<file path="config.mk">
export PLATFORM = sky130hd
export DESIGN_NAME = panel_run_control
export DESIGN_NICKNAME = d
export VERILOG_FILES = /design/src/rtl/panel_run_control.sv
export SDC_FILE = /design/constraint.sdc
export NUM_CORES = 1
export LEC_CHECK = 0
export CORE_AREA = 2 2 83 85
export CTS_CLUSTER_DIAMETER = 50
export CTS_CLUSTER_SIZE = 20
export DETAILED_ROUTE_END_ITERATION = 8
export DIE_AREA = 0 0 85 87
export PLACE_DENSITY_LB_ADDON = 0.12
export SLEW_MARGIN = 5
export SYNTH_ARGS = -nofsm -noshare
export SYNTH_HDL_FRONTEND = slang
export SYNTH_SLANG_ARGS = --single-unit
export TNS_END_PERCENT = 1
</file>
<file path="constraint.sdc">
create_clock -name CK -period 1.95 [get_ports CK]
set_input_delay 0.195 -clock CK [delete_from_list [all_inputs] [get_ports CK]]
set_output_delay 0.195 -clock CK [all_outputs]
set_load 0.03 [all_outputs]
</file>
<file path="src/rtl/panel_run_control.sv">
////////////////////////////////////////////////////////////////////////////////
// panel_run_control: front-panel run/stop/step controller for the SEQUENCER.
// Optional `HLT_INSTR_EN adds the HLT_INSTR input. Revision 1.0
////////////////////////////////////////////////////////////////////////////////
`default_nettype none

module panel_run_control #(
  parameter int DEBOUNCE_CYCLES = 16,
  parameter int STEP_TIMEOUT    = 1024
) (
  input  logic CK,
  input  logic CLEAR,
  input  logic KEY_CONT,
  input  logic KEY_STOP,
  input  logic SW_SINGINST,
  input  logic SW_SINGSTEP,
  input  logic INSTR_DONE,
  input  logic CYCLE_DONE,
`ifdef HLT_INSTR_EN
  input  logic HLT_INSTR,
`endif
  output logic RUN,
  output logic HALT,
  output logic STEPI,
  output logic STEPC,
  output logic RUN_LAMP,
  output logic TIMEOUT_ERR
);

  localparam int DB_W  = $clog2(DEBOUNCE_CYCLES);
  localparam int ARM_W = $clog2(DEBOUNCE_CYCLES + 3);
  localparam int WD_W  = $clog2(STEP_TIMEOUT + 1);

  localparam logic [DB_W-1:0]  DB_LAST  = DB_W'(DEBOUNCE_CYCLES - 1);
  localparam logic [ARM_W-1:0] ARM_LAST = ARM_W'(DEBOUNCE_CYCLES + 2);
  localparam logic [WD_W-1:0]  WD_LAST  = WD_W'(STEP_TIMEOUT - 1);

  typedef enum logic [2:0] {
    S_HALTED   = 3'd0,
    S_RUNNING  = 3'd1,
    S_STOPPING = 3'd2,
    S_STEP_I   = 3'd3,
    S_STEP_C   = 3'd4
  } state_e;

  logic [3:0] raw_in;
  logic [1:0] key_evt;
  logic [1:0] sw_lvl;
  logic       hlt_req;

  assign raw_in = {SW_SINGSTEP, SW_SINGINST, KEY_STOP, KEY_CONT};

`ifdef HLT_INSTR_EN
  assign hlt_req = HLT_INSTR;
`else
  assign hlt_req = 1'b0;
`endif

  for (genvar gi = 0; gi < 4; gi++) begin : g_in
    logic            sync1_q;
    logic            sync2_q;
    logic            deb_q;
    logic [DB_W-1:0] cnt_q;

    always_ff @(posedge CK) begin
      if (CLEAR) begin
        sync1_q <= 1'b0;
        sync2_q <= 1'b0;
        deb_q   <= 1'b0;
        cnt_q   <= '0;
      end else begin
        sync1_q <= raw_in[gi];
        sync2_q <= sync1_q;
        if (sync2_q == deb_q) begin
          cnt_q <= '0;
        end else if (cnt_q == DB_LAST) begin
          deb_q <= sync2_q;
          cnt_q <= '0;
        end else begin
          cnt_q <= cnt_q + 1'b1;
        end
      end
    end

    if (gi < 2) begin : g_key
      logic             deb_prev_q;
      logic             armed_q;
      logic             evt_q;
      logic [ARM_W-1:0] arm_cnt_q;

      // Arming needs a confirmed-low run longer than the sync pipeline flush,
      // so the cleared-to-0 state after CLEAR alone can never arm a held key.
      always_ff @(posedge CK) begin
        if (CLEAR) begin
          deb_prev_q <= 1'b0;
          armed_q    <= 1'b0;
          evt_q      <= 1'b0;
          arm_cnt_q  <= '0;
        end else begin
          deb_prev_q <= deb_q;
          evt_q      <= deb_q & ~deb_prev_q & armed_q;
          if (!armed_q) begin
            if (sync2_q || deb_q) begin
              arm_cnt_q <= '0;
            end else if (arm_cnt_q == ARM_LAST) begin
              armed_q <= 1'b1;
            end else begin
              arm_cnt_q <= arm_cnt_q + 1'b1;
            end
          end
        end
      end

      assign key_evt[gi] = evt_q;
    end else begin : g_sw
      assign sw_lvl[gi-2] = deb_q;
    end
  end

  logic evt_cont;
  logic evt_stop;
  logic sw_sinst;
  logic sw_sstep;

  assign evt_cont = key_evt[0];
  assign evt_stop = key_evt[1];
  assign sw_sinst = sw_lvl[0];
  assign sw_sstep = sw_lvl[1];

  state_e          state_q, state_d;
  logic [WD_W-1:0] wd_q, wd_d;
  logic            run_q, run_d;
  logic            halt_q, halt_d;
  logic            stepi_q, stepi_d;
  logic            stepc_q, stepc_d;
  logic            lamp_q, lamp_d;
  logic            tmo_q, tmo_d;
  logic            wd_expired;

  assign wd_expired = (wd_q == WD_LAST);

  always_comb begin
    state_d = state_q;
    tmo_d   = 1'b0;
    unique case (state_q)
      S_HALTED: begin
        if (evt_cont && !evt_stop) begin
          if (sw_sstep)      state_d = S_STEP_C;
          else if (sw_sinst) state_d = S_STEP_I;
          else               state_d = S_RUNNING;
        end
      end
      S_RUNNING: begin
        if (evt_stop || sw_sinst || sw_sstep || hlt_req) begin
          state_d = INSTR_DONE ? S_HALTED : S_STOPPING;
        end
      end
      S_STOPPING: begin
        if (INSTR_DONE) begin
          state_d = S_HALTED;
        end else if (wd_expired) begin
          state_d = S_HALTED;
          tmo_d   = 1'b1;
        end
      end
      // The request pulse cycle still belongs to the previous operation, so a
      // done strobe seen there cannot be the answer to this step.
      S_STEP_I: begin
        if (INSTR_DONE && !stepi_q) begin
          state_d = S_HALTED;
        end else if (wd_expired) begin
          state_d = S_HALTED;
          tmo_d   = 1'b1;
        end
      end
      S_STEP_C: begin
        if (CYCLE_DONE && !stepc_q) begin
          state_d = S_HALTED;
        end else if (wd_expired) begin
          state_d = S_HALTED;
          tmo_d   = 1'b1;
        end
      end
      default: state_d = S_HALTED;
    endcase

    if (state_d != state_q) begin
      wd_d = '0;
    end else if (state_q inside {S_STOPPING, S_STEP_I, S_STEP_C}) begin
      wd_d = wd_q + 1'b1;
    end else begin
      wd_d = '0;
    end

    run_d   = (state_d != S_HALTED);
    halt_d  = (state_d == S_HALTED) || (state_d == S_STOPPING);
    lamp_d  = (state_d == S_RUNNING) || (state_d == S_STOPPING);
    stepi_d = (state_d == S_STEP_I) && (state_q != S_STEP_I);
    stepc_d = (state_d == S_STEP_C) && (state_q != S_STEP_C);
  end

  always_ff @(posedge CK) begin
    if (CLEAR) begin
      state_q <= S_HALTED;
      wd_q    <= '0;
      run_q   <= 1'b0;
      halt_q  <= 1'b1;
      stepi_q <= 1'b0;
      stepc_q <= 1'b0;
      lamp_q  <= 1'b0;
      tmo_q   <= 1'b0;
    end else begin
      state_q <= state_d;
      wd_q    <= wd_d;
      run_q   <= run_d;
      halt_q  <= halt_d;
      stepi_q <= stepi_d;
      stepc_q <= stepc_d;
      lamp_q  <= lamp_d;
      tmo_q   <= tmo_d;
    end
  end

  assign RUN         = run_q;
  assign HALT        = halt_q;
  assign STEPI       = stepi_q;
  assign STEPC       = stepc_q;
  assign RUN_LAMP    = lamp_q;
  assign TIMEOUT_ERR = tmo_q;

endmodule

`default_nettype wire

</file>
==> metrics.md <==
| Metric | Value |
|---|---|
| Simple-Gate Fraction of Synth Area | 0.240 |
| Die Wd | roughly 85 microns |
| Compound-Gate Fraction of Synth Area | 0.0699 |
| Final period util | 0.944 |
| Synthesized instance count | 264 |
| GRT overflow | 0 |
| WL final | between 3 and 4 mm |
| Max IR drop VDD | about 500 uV |
| Syn nets | 283 |
| Least-Margin Pin Slew | roughly 450 ps |
| FF+latch count, synth | between 60 and 70 |
| Clk root buf | clkbuf_8 |
| Worst-path fanout max | 4 |
| Die Area | between 7000 and 8000 sq um |
| Largest cells by area after synthesis | dfxtp_1 50%, nor2_1 7.3%, ha_1 5.4% |
| Skew final | ~7.7 ps |
| Synth Area in XOR/XNOR | 0.0855 |
| Min-delay src | g_in[0].g_key.deb_prev_q$_SDFF_PP0_ |
| Most common cell in the netlist | dfxtp_1 |
| Syn Std Cell Area | around 2600 sq um |
| Filler instances | between 600 and 700 |
| Vias per inst | between 4 and 5 |
| Worst EP required | around 2200 ps |
| Fin crit period | between 1500 and 2000 ps |
| DRT iter0 DRCs | 30 |
| Worst Slack Setup Final | roughly 110 ps |
| Final core occ | 0.468 |
| Largest family of logic cells by synthesized area | simple AND/OR/NAND/NOR gates |
| Crit path from | wd_q[1]$_SDFF_PP0_ |
| RSZ-0062 raised after global routing | no |
| Number of I/O pins | 14 |
| Slew Limit Headroom | 0.696 |
| Share of the synthesized area in the top cell type | 0.500 |
| Setup TNS | 0 ps |
| LEAKAGE | between 1 and 1.5 nW |
| Largest net degree at the start of global routing | 18 |
| Share of layout cells above drive strength 1 | 0.128 |
| Area leader, netlist | dfxtp_1 |
| Cts hold-fix bufs | 0 |
| Drt first pass iters | 4 |
| WP data arrival | approximately 2000 ps |
| Endpoint class of the critical path | register |
| Initial antenna violation count | 0 |
| Bufs and invs on worst path | 0 |
| Core Area | between 6000 and 7000 sq um |
| CTS tree | done |
| Post-synth top cells | 64 x dfxtp_1, 50 x nor2_1, 14 x xor2_1 |
| Multiplexer share of the synthesized area | 0.0205 |
| DIE HEIGHT | slightly below 90 microns |
| GRT Overall Usage | 0.125 |
| # rows | 30 |
| Crit start category | register |
| Worst-skew pair later-pin latency | 330 ps |
| Slowest CP cell | or4_4 |
| H-tree lvl count | 3 |
| Final setup viols | 0 |
| Wirelength per Cell | between 10 and 15 microns |
| Critical path type | reg -> reg |
| Post-synth EDFFs | 0 |
| Final HPWL DP | 2.80 mm |
| Critical path, cell by cell | ha_2 -> nand3_2 -> or4_4 -> a32oi_4 -> nor3_1 -> and3_1 |
| Pre-CTS setup slack | just under 70 ps |
| Area of the multi-input gates | 1220 sq um |
| Vias in the first global route | around 1700 |
| Yosys warns | 0 |
| Primary FF master, synth | dfxtp_1 |
| Reg area | around 1300 sq um |
| Avg Inst Size Synth | around 9.7 sq um |
| Worst path top cell family by delay | simple AND/OR/NAND/NOR gates |
| Slowest stage delay, CP | around 540 ps |
| Diode count | 0 |
| DRC viols | 0 |
| Clk pin slew, worst setup/hold paths | around 70 ps |
| Slew Limit Fails | 0 |
| DR vias | ~1700 |
| Starting density of the core | 0.390 |
| GP Congestion | 0.739 |
| Clock Path Buffers | 2 |
| Port Buffers | 13 |
| Area growth syn-to-layout | 20.2% |
| Fmax | around 540 MHz |
| First-pass GRT wire length | 7.33 mm |
| PwrDens | between 800 and 900 nW/um^2 |
| Ys async rst share | 0 |
| Final Hold Violating Endpoints | 0 |
| Count of different cell masters after synthesis | 42 |
| Worst hold path class | reg -> reg |
| Max-cap violation count | 0 |
| CTS Buf Count | 9 |
| Sink Count | 64 |
| Routed Antenna Nets | 0 |
| R2R Path Start | wd_q[1]$_SDFF_PP0_ |
| Register area share after synthesis | 0.500 |
| Status | finished clean |
| Nets | a little over 300 |
| Post-Synth Adder-Cell Area | 0.0538 |
-- power breakdown --
group	internal (W)	leakage (nW)	switching, W
registers	0.00133	0.519	0.0000130
logic	0.0000472	0.527	0.0000386
clock network	0.000729	0.113	0.000471
total	0.00210	1.16	0.000522
-- per-stage QoR --
step | hold slack, ps | cell area, sq um | std cells | total power, W
floorplan | 323 | 2560 | 264 | 0.00143
global placement | 383 | 2830 | 359 | 0.00146
detailed placement | 385 | 2830 | 359 | 0.00146
CTS | 389 | 3050 | 375 | 0.00267
global route | 404 | 3080 | 376 | 0.00275
finish | 391 | 3080 | 376 | 0.00263
-- repair_timing --
item,4_1_cts,5_1_grt
endpoints found under the setup margin,0,7
buffers inserted,0,1
gates resized for setup,0,4
-- final cells by class --
| cell class | instances | share of cell area |
|---|---|---|
| Timing Repair Buffer | 22 | 0.0683 |
| Sequential cell | 64 | 0.416 |
| Clock inverter | 2 | 0.0114 |
| Tap cell | 80 | 0.0325 |
| Inverter | 12 | 0.0146 |
| Clock buffer | 14 | 0.0594 |
| Multi-Input combinational cell | 182 | 0.397 |
-- cell families (layout without fill, tap and decap cells) --
group / after synthesis / count (layout)
mux: 5 / 5
simple gates: 118 / 118
xor+xnor: 25 / 25
flops: 64 / 64
fa+ha+maj: 11 / 11
buf+inv: 18 / 50
compound gates: 23 / 23
-- state kept, by name, summed over array words and instances, names as in the netlist, 2 cells and up --
name	count
g_in.sync1_q	4
g_in.deb_q	4
wd_q	11
g_in.g_key.deb_prev_q	2
g_in.sync2_q	4
g_in.g_key.armed_q	2
g_in.g_key.arm_cnt_q	10
g_in.cnt_q	16
state_q	3
-- routing by layer --
metal  share of wire  global-route usage  up-vias
met3           0.030              0.0398        7
met5               0                   0        -
li1                -                   -      944
met2            0.43               0.186       19
met4           0.019              0.0649        0
met1            0.52               0.162      776
-- layout by cell type (no fill, tap or decap), drive strengths merged, types with 3 or more instances in the layout --
| cell type | count |
|---|---|
| nor2 | 50 |
| nand2b | 6 |
| buf | 9 |
| nor4b | 3 |
| dfxtp | 64 |
| nor2b | 13 |
| a21oi | 8 |
| nand3 | 14 |
| nand2 | 6 |
| ha | 11 |
| clkbuf | 14 |
| mux2i | 3 |
| inv | 12 |
| clkdlybuf4s50 | 13 |
| nor3 | 4 |
| xor2 | 14 |
| nand4 | 4 |
| and3 | 6 |
| xnor2 | 11 |
-- worst register-to-register path: stages (launching register included) --
cell	delay (ps)
dfxtp_1	350
ha_2	210
nand3_2	90
or4_4	540
a32oi_4	290
nor3_1	80
and3_1	190
-- worst paths after layout --
path | to | slack, ps | cells past startpoint
setup / recovery | STEPI$_SDFF_PP0_ | 110 | 6
hold / removal | evt_cont$_SDFF_PP0_ | 390 | 1
setup reg to reg | STEPI$_SDFF_PP0_ | 110 | 6
hold reg to reg | evt_cont$_SDFF_PP0_ | 390 | 1
Power figures use the tool's default switching activity.
==> RTL change 1: new RTL, same settings <==
Change the parameter `DEBOUNCE_CYCLES` from 16 to 32.
--- a/src/rtl/panel_run_control.sv
+++ b/src/rtl/panel_run_control.sv
@@ -5,7 +5,7 @@
 `default_nettype none
 
 module panel_run_control #(
-  parameter int DEBOUNCE_CYCLES = 16,
+  parameter int DEBOUNCE_CYCLES = 32,
   parameter int STEP_TIMEOUT    = 1024
 ) (
   input  logic CK,
Function: same outputs for any inputs over 10 cycles, from zero or initial values; that may be too few to reach the edited logic, so the function may still have changed.
==> RTL change 1 against the unedited design <==
Area after synthesis is 12% higher; worst setup slack worse by 41 ps; design area is 9.7% higher; wire length is 23% higher; sequential share of layout area is 0.057 points lower; first-iteration DRC count is 120% higher; total power is 0.64% higher; sequential cell count is 6 higher; critical path type unchanged; critical endpoint is now wd_q[7]; largest cell class unchanged.
==> RTL change 1: results (changes against the unedited design) <==
Route
  • Number of DRC markers in iteration 0: 67 (+120%)
  • Final wirelength: 4777 um (+23%)
  • Vias/cell: 5.070 (+9.2%)
  • DR WL met3: 148 um (+26%)
  • M1 wire length: 2312 um (+15%)

Power and ir drop
  • PD cells: 782.9 mW/mm^2 (-8.3%)
  • Clock Power Share: 0.412 (-0.045)
  • Leakage power: 1.290 nW (+11%)

Setup path
  • CP Max Fanout: 5 (+1)
  • Reg2reg setup slack: 70 ps (-40 ps)
  • Critical Path AT: 2090 ps (+30 ps)
  • CP Capture Point: wd_q[7]
  • Slowest cell delay on critical path: 630 ps (+90 ps)

Global route
  • First-pass GRT wire length: 8638 um (+18%)
  • Vias in the first global route: 2040 (+19%)
  • GRT met1 Usage: 0.1756 (+0.01330)
  • GRT met2 Usage: 0.2436 (+0.05753)
  • Global-route met3 utilization: 0.04550 (+0.005687)
  • Largest net degree at the start of global routing: 32 (+14)

CTS
  • CTS Sinks: 70 (+9.4%)

Layout
  • Inverters: 13 (+1)
  • FILL cells: 628 (+1.6%)
  • ClkCell Share: 0.05374 (-0.01702)
  • Seq/total area: 0.4159 (-0.0005656)
  • Multi-input gate share of total cell area: 0.4107 (+0.01336)
  • Largest regs: g_in.cnt_q: 20 flops, g_in.g_key.arm_cnt_q: 12 flops, wd_q: 11 flops
  • Register area: 0.001404 mm^2 (+9.6%)
  • Share of cells above drive strength 1: 0.1141 (-0.01426)
  • # clk buffers: 11 (-3)

Placement
  • DP HPWL: 3399 um (+21%)
  • Post-DP Area: 0.003163 mm^2 (+12%)
  • Pre-CTS WS: -9.484 ps (-77.41 ps)
  • Post-Place Cells: 396 (+10%)

Yosys
  • Sequential-to-total area share from yosys stat: 0.4908 (-0.009691)
  • Synth area leaders: dfxtp_1 (49%), ha_1 (6.6%), nor2_1 (4.7%)
  • Adder-cell share of the synthesized area: 0.06573 (+0.01197)
  • Top cells by count, synth: dfxtp_1 (70), nor2_1 (36), ha_1 (15), nand3_1 (15)
  • Post-synthesis compound-gate area fraction: 0.07187 (+0.001974)
  • Post-Syn Nets: 320 (+13%)
  • Synth Area in XOR/XNOR: 0.07362 (-0.01191)
  • Multiplexer share of the synthesized area: 0.01402 (-0.006505)
  • Synth cell types: 46 (+9.5%)

Status
  • Status: complete, no violations

STA
  • Clock Skews: 3.156 ps (-4.558 ps)
==> RTL change 1: cell types whose count changed after synthesis, sizes merged, moves of 4 or more <==
cell / before / now
and2: 0 / 4
dfxtp: 64 / 70
ha: 11 / 15
nand2: 6 / 13
nor2: 50 / 36
nor4: 2 / 13
o21ai: 2 / 6
==> RTL change 1: worst min path at each step <==
| stage | start | slack, ps | to | depth (start not counted) |
|---|---|---|---|---|
| after detailed placement | g_in[1].g_key.deb_prev_q | 380 | evt_stop | 1 |
| after CTS | KEY_STOP | 390 | g_in[1].sync1_q | 2 |
| after floorplan | KEY_CONT | 320 | g_in[0].sync1_q | 1 |
| final | g_in[1].g_key.deb_prev_q | 390 | evt_stop | 1 |
| after global placement | g_in[0].g_key.deb_prev_q | 380 | evt_cont | 1 |
| after global routing | g_in[1].g_key.deb_prev_q | 400 | evt_stop | 1 |
==> RTL change 1: what timing repair did <==
item / in CTS / in global routing
resized for setup: 1 / 8
cloned: 0 / 1
setup endpoints to repair: 10 / 18
pin swaps: 0 / 3
==> RTL change 2: new RTL, same settings <==
Made on the original files. Register the input `SW_SINGINST` before use, without a reset. The logic sees it one clock later. The other inputs are not delayed to match.
--- a/src/rtl/panel_run_control.sv
+++ b/src/rtl/panel_run_control.sv
@@ -43,12 +43,18 @@
     S_STEP_C   = 3'd4
   } state_e;
 
+  logic SW_SINGINST_q;
+
+  always_ff @(posedge CK) begin
+    SW_SINGINST_q <= SW_SINGINST;
+  end
+
   logic [3:0] raw_in;
   logic [1:0] key_evt;
   logic [1:0] sw_lvl;
   logic       hlt_req;
 
-  assign raw_in = {SW_SINGSTEP, SW_SINGINST, KEY_STOP, KEY_CONT};
+  assign raw_in = {SW_SINGSTEP, SW_SINGINST_q, KEY_STOP, KEY_CONT};
 
 `ifdef HLT_INSTR_EN
   assign hlt_req = HLT_INSTR;
Behaviour: no difference found for any inputs over 10 cycles, from zero or initial values; that may be too few to reach the edited logic, so the function may still have changed.
==> RTL change 2 against the unedited design <==
Sequential cell count grew 1; non-clock buffer count shrank 1; area after synthesis grew 0.78%; total power shrank 6.8%; worst setup slack lost 1.1 ps; critical path depth grew 1; clock skew shrank 1.4 ps; clock power shrank 17%; design area shrank 0.53%; utilization shrank 0.25 points; first-iteration DRC count grew 93%; worst hold slack lost 81 ps; wire length grew 1.3%; critical endpoint is now wd_q[10].
==> RTL change 2: results (changes against the unedited design) <==
STA
  • Worst hold slack: 310.0 ps (-81.39 ps)
  • Pin slew with the least headroom to its limit: 477.3 ps (+27.05 ps)
  • Clock Skews: 6.348 ps (-1.366 ps)

Yosys
  • Synth area leaders: dfxtp_1 (50%), nor2_1 (7.3%), ha_1 (5.3%)
  • FFs w/ async S/R, synth: 0 (unchanged)
  • Top cells by count, synth: dfxtp_1 (65), nor2_1 (50), xor2_1 (14)
  • Post-Syn Nets: 284 (+0.35%)
  • Synth cell types: 42 (unchanged)
  • Sequential-to-total area share from yosys stat: 0.5044 (+0.003876)
  • Ys flop type: dfxtp_1
  • Synth warnings: 0 (unchanged)

CTS
  • Clk slew on worst S/H paths: 70 ps (about the same)
  • Clock latency on the worst-skew pair: 330 ps (about the same)
  • Post-CTS Setup Bufs: 0 (unchanged)
  • Worst-case clock buffer depth: 2 (unchanged)
  • Clock buffer count from CTS: 9 (unchanged)
  • H-Tree Depth: 3 (unchanged)
  • Root Buffer: clkbuf_8

Route
  • Final ANT Viol Nets: 0 (unchanged)
  • Drt pass-1 iters: 4 (unchanged)
  • Final wirelength: 3947 um (+1.3%)
  • Number of DRC markers in iteration 0: 58 (+93%)
  • Routed vias: 1764 (+1.0%)

Global route
  • Overall routing resource usage: 0.1178 (-0.007151)
  • Largest net degree at the start of global routing: 37 (+19)
  • Initial antenna violation count: 0 (unchanged)
  • Global route overflow: 0 (unchanged)
  • First-pass GRT wire length: 6824 um (-6.9%)
  • Vias in the first global route: 1590 (-7.1%)

Status
  • Status: complete, no violations

Placement
  • DP HPWL: 2728 um (-2.6%)
  • Port bufs: 13 (unchanged)
  • Final GP Congestion: 0.7754 (+5.0%)

Worst hold path
  • Hold path depth: 1 (unchanged)
  • Worst hold endpoint: SW_SINGINST_q
  • Min-delay src: SW_SINGINST
  • Min-Delay Path Class: input port to register

Layout
  • Largest regs: g_in.cnt_q: 16 flops, wd_q: 11 flops, g_in.g_key.arm_cnt_q: 10 flops
  • Fin nets: 310 (unchanged)
  • Share of cells above drive strength 1: 0.1216 (-0.006757)
  • ANT cells: 0 (unchanged)
  • FILL cells: 630 (+1.9%)

Setup path
  • FF-to-FF Start: wd_q[1]
  • Reg2reg setup slack: ~110 ps
  • Reg2reg end: wd_q[10]
  • FF-to-FF path depth: 7 (+1)
  • CP Max Fanout: 11 (+7)
  • Critical Path AT: 2060 ps (about the same)

Power and ir drop
  • Leakage power: 1.154 nW (-0.32%)
  • Peak supply drop: 0.0003941 V (-19%)
-- RTL change 2: power by group --
group | switching, mW | total (mW) | internal [mW] | leakage, nW
logic | 0.0390 | 0.0864 | 0.0474 | 0.534
clock network | 0.474 | 0.999 | 0.525 | 0.0932
registers | 0.0133 | 1.36 | 1.35 | 0.527
-- RTL change 2: metrics by stage --
stage	worst slack, ps	total power [mW]	util	area [um^2]	std cells
after global routing	4.318	2.568	0.4659	3060	376
final	107.7	2.448	0.4659	3060	376
after detailed placement	18.45	1.480	0.4360	2864	360
after global placement	113.9	1.479	0.4360	2864	360
after floorplan	104.0	1.449	-	2580	265
after CTS	59.49	2.495	0.4634	3044	376
-- RTL change 2: per-layer routing --
layer / track usage / part of all wire
met5: 0 / 0
met3: 0.03602 / 0.035
met2: 0.1726 / 0.42
met4: 0.08225 / 0.029
met1: 0.1476 / 0.51
-- RTL change 2: worst max path at each step --
stage                 start        to  slack, ps
floorplan           wd_q[0]     STEPI        100
global placement    wd_q[1]     STEPI        110
detailed placement  wd_q[1]     STEPI         20
CTS                 wd_q[1]     STEPI         60
global route        wd_q[1]       RUN          4
finish              wd_q[1]  wd_q[10]        110
-- RTL change 2: logic make-up after synthesis --
family          Yosys count  synth area share
xor+xnor                 25           0.08487
mux                       5           0.02037
compound gates           23           0.06935
flops                    65            0.5044
fa+ha+maj                11           0.05335
buf+inv                  18           0.02958
simple gates            118            0.2381
-- RTL change 2: layout make-up --
type / instances / share of cell area
Inverter: 12 / 0.01472
Clock inverter: 3 / 0.004906
Timing Repair Buffer: 21 / 0.07032
Multi-Input combinational cell: 182 / 0.4002
Clock buffer: 13 / 0.05192
Tap cell: 80 / 0.03271
Sequential cell: 65 / 0.4252
-- RTL change 2: critical path: stages (launching register included) --
cell	delay [ps]
dfxtp_1	350
ha_1	200
nand3_2	100
or4_4	570
a21o_2	210
nand3_1	130
buf_12	140
a21oi_1	40
-- RTL change 2: what timing repair did --
action,in CTS,in global routing
endpoints found under the setup margin,1,1
hold buffers,0,0
gates resized for setup,1,3
pin swaps,0,2
